===== config.mk =====
export PLATFORM = sky130hd
export DESIGN_NAME = mem_arbiter
export DESIGN_NICKNAME = d
export VERILOG_FILES = /design/src/rtl/mem_arbiter_pkg.sv /design/src/rtl/mem_arbiter_rr_select.sv /design/src/rtl/mem_arbiter.sv
export SDC_FILE = /design/constraint.sdc
export NUM_CORES = 1
export LEC_CHECK = 0
export ABC_AREA = 1
export CAP_MARGIN = 20
export CORE_MARGIN = 1.5
export CORE_UTILIZATION = 26
export DETAILED_ROUTE_END_ITERATION = 12
export PLACE_DENSITY_LB_ADDON = 0.05
export SYNTH_ARGS = -nofsm -noshare
export SYNTH_HDL_FRONTEND = slang
export SYNTH_SLANG_ARGS = --single-unit

===== constraint.sdc =====
create_clock -name clock -period 3.2 [get_ports clock]
set_input_delay 0.8 -clock clock [delete_from_list [all_inputs] [get_ports clock]]
set_output_delay 0.8 -clock clock [all_outputs]
set_load 0.01 [all_outputs]

===== src/rtl/mem_arbiter_pkg.sv =====
// Shared types for the memory-port arbiter: FSM state encoding, requester
// index width and a one-hot to index helper.
`ifndef DEFAULT_MADDR_WIDTH
`define DEFAULT_MADDR_WIDTH 16
`endif
`ifndef DEFAULT_MDATA_WIDTH
`define DEFAULT_MDATA_WIDTH 16
`endif

package mem_arb_pkg;

  typedef enum logic [1:0] {
    IDLE    = 2'd0,
    ACTIVE  = 2'd1,
    RELEASE = 2'd2
  } arb_state_t;

  // Upper bound on requesters; indices always carried at this width.
  localparam int MAX_REQ = 8;
  localparam int IDX_W   = 3;

  // Index of the set bit of a one-hot vector (0 when empty).
  function automatic logic [IDX_W-1:0] oh_to_idx(input logic [MAX_REQ-1:0] oh);
    logic [IDX_W-1:0] idx;
    idx = '0;
    for (int i = 0; i < MAX_REQ; i++)
      if (oh[i]) idx = idx | IDX_W'(i);
    return idx;
  endfunction

endpackage


===== src/rtl/mem_arbiter_rr_select.sv =====
// Combinational round-robin picker: first requester after i_last, wrapping
// modulo NUM_REQ. o_valid is low when nothing is requesting.
module rr_select
  import mem_arb_pkg::*;
#(
  parameter int NUM_REQ = 2
) (
  input  logic [NUM_REQ-1:0] i_req,
  input  logic [IDX_W-1:0]   i_last,
  output logic [NUM_REQ-1:0] o_pick,
  output logic               o_valid
);

  // Scan offsets 1..NUM_REQ from the last owner; the first hit wins.
  always_comb begin
    o_pick  = '0;
    o_valid = 1'b0;
    for (int k = 1; k <= NUM_REQ; k++)
      for (int j = 0; j < NUM_REQ; j++)
        if (!o_valid && i_req[j] && (j == (int'(i_last) + k) % NUM_REQ)) begin
          o_pick[j] = 1'b1;
          o_valid   = 1'b1;
        end
  end

endmodule


===== src/rtl/mem_arbiter.sv =====
// Round-robin arbiter for the shared memory port (four-phase enable/ready).
// Optional watchdog: define MEM_ARBITER_TIMEOUT_EN to add the timeout counter
// and the sticky timeout_error output.
`ifndef DEFAULT_MADDR_WIDTH
`define DEFAULT_MADDR_WIDTH 16
`endif
`ifndef DEFAULT_MDATA_WIDTH
`define DEFAULT_MDATA_WIDTH 16
`endif

module mem_arbiter
  import mem_arb_pkg::*;
#(
  parameter int NUM_REQ        = 2,
  parameter int MADDR_WIDTH    = `DEFAULT_MADDR_WIDTH,
  parameter int MDATA_WIDTH    = `DEFAULT_MDATA_WIDTH,
  parameter int TIMEOUT_CYCLES = 1024
) (
  input  logic                                clock,
  input  logic                                reset,
  input  logic [NUM_REQ-1:0]                  req_read_enable,
  input  logic [NUM_REQ-1:0]                  req_write_enable,
  input  logic [NUM_REQ-1:0][MADDR_WIDTH-1:0] req_addr,
  input  logic [NUM_REQ-1:0][MDATA_WIDTH-1:0] req_write_data,
  output logic [NUM_REQ-1:0]                  req_ready,
  output logic [MDATA_WIDTH-1:0]              req_read_data,
  output logic [NUM_REQ-1:0]                  grant,
  output logic                                mem_read_enable,
  output logic                                mem_write_enable,
  output logic [MADDR_WIDTH-1:0]              mem_addr,
  output logic [MDATA_WIDTH-1:0]              mem_write_data,
  input  logic [MDATA_WIDTH-1:0]              mem_read_data,
  input  logic                                mem_ready
`ifdef MEM_ARBITER_TIMEOUT_EN
  ,
  output logic                                timeout_error
`endif
);

  // Reject unsupported configurations at elaboration.
  if (NUM_REQ < 2 || NUM_REQ > MAX_REQ || TIMEOUT_CYCLES < 2) begin : g_bad_cfg
    $error("mem_arbiter: NUM_REQ must be 2..8 and TIMEOUT_CYCLES >= 2");
  end

  arb_state_t                 r_state, w_state_nxt;
  logic [NUM_REQ-1:0]         r_grant;
  logic [IDX_W-1:0]           r_last;
  logic [NUM_REQ-1:0]         w_req_raw, w_req, w_pick;
  logic                       w_valid, w_busy, w_to;
  logic                       w_g_rd, w_g_wr;
  logic [MADDR_WIDTH-1:0]     w_g_addr;
  logic [MDATA_WIDTH-1:0]     w_g_data;

  assign w_req_raw     = req_read_enable | req_write_enable;
  assign grant         = r_grant;
  assign req_read_data = mem_read_data;

  rr_select #(.NUM_REQ(NUM_REQ)) u_rr (
    .i_req   (w_req),
    .i_last  (r_last),
    .o_pick  (w_pick),
    .o_valid (w_valid)
  );

`ifdef MEM_ARBITER_TIMEOUT_EN
  localparam int CNT_W = $clog2(TIMEOUT_CYCLES + 1);
  logic [CNT_W-1:0]   r_cnt;
  logic [NUM_REQ-1:0] r_block;
  logic               r_timeout;

  // A faulted master stays out of arbitration until it drops its enables.
  assign w_req         = w_req_raw & ~r_block;
  assign w_to          = (r_state == ACTIVE) && !mem_ready &&
                         (r_cnt == CNT_W'(TIMEOUT_CYCLES - 1));
  assign timeout_error = r_timeout;

  // Watchdog counter, sticky error flag and faulted-master mask.
  always_ff @(posedge clock or posedge reset) begin
    if (reset) begin
      r_cnt     <= '0;
      r_block   <= '0;
      r_timeout <= 1'b0;
    end else begin
      if (r_state != ACTIVE) r_cnt <= '0;
      else if (!mem_ready)   r_cnt <= r_cnt + 1'b1;
      r_block <= (r_block & w_req_raw) | (w_to ? r_grant : '0);
      if (w_to) r_timeout <= 1'b1;
    end
  end
`else
  assign w_req = w_req_raw;
  assign w_to  = 1'b0;
`endif

  // Select the granted master's request fields (one-hot OR mux).
  always_comb begin
    w_g_rd   = 1'b0;
    w_g_wr   = 1'b0;
    w_g_addr = '0;
    w_g_data = '0;
    for (int i = 0; i < NUM_REQ; i++)
      if (r_grant[i]) begin
        w_g_rd   = w_g_rd   | req_read_enable[i];
        w_g_wr   = w_g_wr   | req_write_enable[i];
        w_g_addr = w_g_addr | req_addr[i];
        w_g_data = w_g_data | req_write_data[i];
      end
  end

  // State register.
  always_ff @(posedge clock or posedge reset) begin
    if (reset) r_state <= IDLE;
    else       r_state <= w_state_nxt;
  end

  // Next state and memory-side outputs; write wins when both enables are set.
  always_comb begin
    w_state_nxt = r_state;
    w_busy      = 1'b0;
    case (r_state)
      IDLE:    if (w_valid) w_state_nxt = ACTIVE;
      ACTIVE: begin
        w_busy = 1'b1;
        if (w_to)           w_state_nxt = IDLE;
        else if (mem_ready) w_state_nxt = RELEASE;
      end
      RELEASE: begin
        w_busy = 1'b1;
        if (!w_g_rd && !w_g_wr && !mem_ready) w_state_nxt = IDLE;
      end
      default: w_state_nxt = IDLE;
    endcase
    mem_read_enable  = w_busy & w_g_rd & ~w_g_wr;
    mem_write_enable = w_busy & w_g_wr;
    mem_addr         = w_busy ? w_g_addr : '0;
    mem_write_data   = w_busy ? w_g_data : '0;
    req_ready        = w_busy ? (r_grant & {NUM_REQ{mem_ready}}) : '0;
  end

  // Grant register and round-robin pointer.
  always_ff @(posedge clock or posedge reset) begin
    if (reset) begin
      r_grant <= '0;
      r_last  <= IDX_W'(NUM_REQ - 1);
    end else if (r_state == IDLE && w_valid) begin
      r_grant <= w_pick;
    end else if (r_state != IDLE && w_state_nxt == IDLE) begin
      r_last  <= oh_to_idx(MAX_REQ'(r_grant));
      r_grant <= '0;
    end
  end

endmodule


Word level (Yosys, flattened, before mapping)
Index checks and enable logic that the tools add are counted.

cells by class
  eq/ne operators = 4
  bitwise operators = 13
  reductions and logical operators = 25
  muxes and demuxes = 26
  add/subtract/negate cells = 2

operator list
  operator                                                          count
  16-bit 2-to-1 mux                                                 6
  32-bit logical NOT                                                2
  16-bit bitwise OR                                                 2
  1-bit 2-to-1 mux                                                  13
  2-bit 2-to-1 mux                                                  6
  1-bit logical AND                                                 11
  1-bit logical NOT                                                 6
  2-bit case mux with 3 select lines                                1
  2-bit == test (first input constant)                              2
  2-bit logical NOT                                                 2
  2-bit nonzero test                                                2
  1-bit AND                                                         3
  1-bit adder (second input constant)                               2
  1-bit AND (first input constant)                                  2
  2-bit AND                                                         1
  2-bit by 1-bit == test with 1-bit output (second input constant)  1
  2-bit == test (second input constant)                             1
  1-bit inverter                                                    2
  1-bit bitwise OR                                                  2
  2-bit bitwise OR                                                  1
  2-bit AND reduction                                               1
  2-bit OR reduction                                                1

storage, ports and cells
  register bits = 5

Longest topological paths before layout
  depth after elaboration = 23
  gate-level depth with buffers = 10
  mapped depth without buffers = 10

By module
A second synthesis with hierarchy kept.

unflattened totals
  cells, all modules = 152
  area total of the unflattened synthesis = 1012.2 µm²

by module, submodules not included
  module       cells an instance  area each (µm²)  instances
  mem_arbiter  146                985.9            1
  rr_select    6                  26.3             1

Worst setup path after synthesis
No wires, ideal clock.

  path type = reg2out
  from = reg r_state[0]
  to = out mem_addr[0]
  path buffers = 1
  cell stages (with the launch flop) = 6
  required time = 2.400 ns
  setup slack = 1.163 ns
  arrival time = 1.237 ns
  cell sequence = dfrtp_1 > inv_1 > ha_1 > inv_2 > clkbuf_1 > nor2_1

on the way
  longest elaborated chain between the ends = 4

ends and longest elaborated chain
  what                                                                       RTL line            source
  from (decl)                                                                mem_arbiter.sv:45   arb_state_t r_state, w_state_nxt;
  from (signal assigned)                                                     mem_arbiter.sv:113  else r_state <= w_state_nxt;
  2-bit == test or 2-bit by 1-bit == test with 1-bit output (tied branches)  mem_arbiter.sv:120  case (r_state)
  2-bit OR reduction (no source line) *                                      n/a
  1-bit 2-to-1 mux *                                                         mem_arbiter.sv:120
  16-bit 2-to-1 mux *                                                        mem_arbiter.sv:135  mem_addr = w_busy ? w_g_addr : '0;
  to (decl)                                                                  mem_arbiter.sv:30   output logic [MADDR_WIDTH-1:0] mem_addr,

Mark *: on every way between the ends. The rest lies on a longest branch, timed or not.

Final worst setup path
  from = in req_read_enable[1]
  to = out mem_read_enable

on the way
  longest elaborated chain between the ends = 4

ends and longest elaborated chain
  what                    RTL line            source
  from (decl)             mem_arbiter.sv:21   input logic [NUM_REQ-1:0] req_read_enable,
  1-bit bitwise OR        mem_arbiter.sv:103  w_g_rd = w_g_rd | req_read_enable[i];
  1-bit 2-to-1 mux        mem_arbiter.sv:102  if (r_grant[i]) begin
  1-bit AND (2 in a row)  mem_arbiter.sv:133  mem_read_enable = w_busy & w_g_rd & ~w_g_wr;
  to (decl)               mem_arbiter.sv:28   output logic mem_read_enable,

No other way between the ends.

==> out/qor.txt <==
GP Congestion = 0.826
Mapped Nets = 240
Number of synthesized flops with an enable pin = 0
Primary FF master, synth = dfrtp_1
Hold buffers post-CTS = 0
Worst Tran Pin Value = 0.569 ns
Synth area leader = a22oi_1
GR Util All Layers = 18.9%
Clk pin slew, worst setup/hold paths = 0.03 ns
Buffers on Ports = 108
Tcrit/Tclk final = 96.0%
Via count = 1362
CTS sink count = 5
Sequential share of the synthesized area = 12.6%
CP max FO = 3
Switch share = 47.0%
Drt drc = 0
Area of the core = 3690 µm²
Final setup violation count = 0
Most frequent cell after synthesis = nor2_1
Unrepaired setup endpoints after global routing = no
CP Cell Sequence = clkdlybuf4s50_1 -> nand2_4 -> a211oi_1 -> clkdlybuf4s50_1
Pwr dens = 783 nW/µm²
Pre-Repair DR Iteration Count = 4
Share of cells above drive strength 1 = 10.5%
Critical path launch point type = input port
Post-route ant nets = 0
Slowest-stage cell, CP = clkdlybuf4s50_1
F_max = 326 MHz
Crit path capture type = output port
Max transition margin = 62.0%
YS warnings = 0
Hold WS = 0.496 ns
Sequential Power Share = 10.4%
IO Pins = 141
Num rows = 22
Setup Fix Bufs, Post-CTS = 0
Synth top cells by count = 33 x nor2_1, 32 x a22oi_1, 16 x buf_4
Vias per cell = 4.78
Die Height = 65.1 µm
TNS Setup = 0 ns
Largest net degree at the start of global routing = 36
Routed wire per std cell = 14.4 µm
Hold Fails Final Rpt = 0
Synthesized area per cell = 6.73 µm²
Clk buf depth = 2
Initial antenna violation count = 0
Initial Util = 27.2%
Top cell by count, worst path = clkdlybuf4s50_1
First-pass GRT wire length = 6.37 mm
Chip width = 65.1 µm
Max-cap violations = 0
Mapped Cells = 149
Clock skew = 0.00112 ns
Area fraction of the dominant cell type after synthesis = 23.9%
Fillers = 349
Peak supply drop = 0.506 mV
R2R Setup Slk = 1.74 ns
P_leak = 0.823 nW
Post-detail-place hpwl = 3.30 mm
DRT iter0 DRCs = 50
Die ar. = 4240 µm²
Hold WC Path Type = reg -> reg
Yosys reg bits = 5
WP data arrival = 2.27 ns
Ys async rst share = 100%
Outcome = finished, final reports clean
Area Overhead vs Synth = 102%
Htree depth = 1
Multi-input gate area = 644 µm²
CTS tree = built
Post-CTS sizing = 0
Diode count = 0
Min cycle time layout = 3.07 ns
Crit-path max cell delay = 0.59 ns
Clock Latency Late Sink = 0.22 ns
GR Overflow Total = 0
Clk pwr share = 7.4%
Internal = 0.843 mW
TritonCTS buffer count = 3
Combinational Power Share = 82.3%
Fin nets = 329
Net Sw Power = 0.746 mW
Synthesized area = 1000 µm²
Clock Tree Root = clkbuf_8
Routed wire length = 4.10 mm
Synth top area cells = a22oi_1 24%, nor2_1 12%, buf_4 12%, dfrtp_1 10%, ha_1 5.0%
Setup CP Type = in -> out
Register area = 126 µm²
Max Slew Vio Count = 0
Vias in the first global route = 1327
Yosys cell types = 27
Worst EP required = 2.40 ns
## cell type report
| type | count | share of cell area [%] |
|---|---|---|
| repair buffers | 111 | 54.4 |
| multi-input cells | 104 | 31.8 |
| well taps | 48 | 2.96 |
| flip-flops and latches | 5 | 6.23 |
| inverters | 13 | 2.41 |
| clock buffers | 4 | 2.22 |
## metal layers
| layer | wire length [µm] | up-vias | GRT usage, % | share of wire (%) |
|---|---|---|---|---|
| li1 | - | 672 | - | - |
| met1 | 1580 | 615 | 21.3 | 39 |
| met2 | 2110 | 66 | 35.7 | 51 |
| met3 | 363 | 9 | 4.45 | 8.8 |
| met4 | 43 | 0 | 4.69 | 1.0 |
| met5 | 0 | - | 0 | 0 |
## stage by stage
| stage | utilization (%) | setup slack, ns | power (mW) | cells | area, µm² |
|---|---|---|---|---|---|
| 6_report | 55.0 | 0.129 | 1.59 | 285 | 2030 |
| 5_1_grt | 55.0 | 0.0532 | 1.73 | 285 | 2030 |
| 3_3_place_gp | 53.8 | 0.122 | 1.46 | 281 | 1980 |
| 2_1_floorplan | - | 1.16 | 0.906 | 149 | 1000 |
| 3_5_place_dp | 53.8 | 0.112 | 1.48 | 281 | 1980 |
| 4_1_cts | 55.0 | 0.104 | 1.60 | 285 | 2030 |
## path summary, 6_finish.rpt
check | start | to | cells past startpoint
max reg2reg | grant[0] | grant[1] | 8
min reg2reg | r_last[0] | r_last[0] | 2
max in group asynchronous | reset | r_last[0] | 2
min | r_last[0] | r_last[0] | 2
min in group asynchronous | reset | grant[1] | 2
max | req_read_enable[1] | mem_read_enable | 4
## layout by cell type (no fill, tap or decap), drive strengths merged
master / synthesis / routed
a211oi: 1 / 1
a21oi: 5 / 5
a22oi: 32 / 32
buf: 24 / 3
clkbuf: 3 / 4
clkdlybuf4s50: 0 / 108
clkinv: 1 / 1
dfrtp: 4 / 4
dfstp: 1 / 1
ha: 4 / 4
inv: 12 / 12
nand2: 17 / 17
nand3: 5 / 5
nor2: 35 / 35
nor3: 1 / 1
o211ai: 1 / 1
o21ai: 2 / 2
o21bai: 1 / 1
## critical path: cells and delay by family
| family | cells | cell delay, ns |
|---|---|---|
| AO/OA/AOI/OAI | 1 | 0.24 |
| buffers and inverters | 2 | 1.16 |
| AND/OR/NAND/NOR | 1 | 0.07 |
## power by group through the flow
stage          Combinational, mW  Clock (mW)  Sequential, mW
2_1_floorplan              0.784           0           0.122
3_3_place_gp                1.30           0           0.165
3_5_place_dp                1.31           0           0.166
4_1_cts                     1.32       0.120           0.166
5_1_grt                     1.44       0.125           0.175
6_report                    1.31       0.117           0.165
## cells by family after synthesis
group / after synthesis / share of synthesized area [%]
AND/OR/NAND/NOR: 58 / 28.4
flip-flops: 5 / 12.6
adder cells (fa/ha/maj): 4 / 4.99
buffers and inverters: 40 / 23.2
AO/OA/AOI/OAI: 42 / 30.8
## flip-flops by register name (all words and copies together), names as in the netlist
signal   flops
r_last       1
grant        2
r_state      2
(Power assumes the default switching activity.)
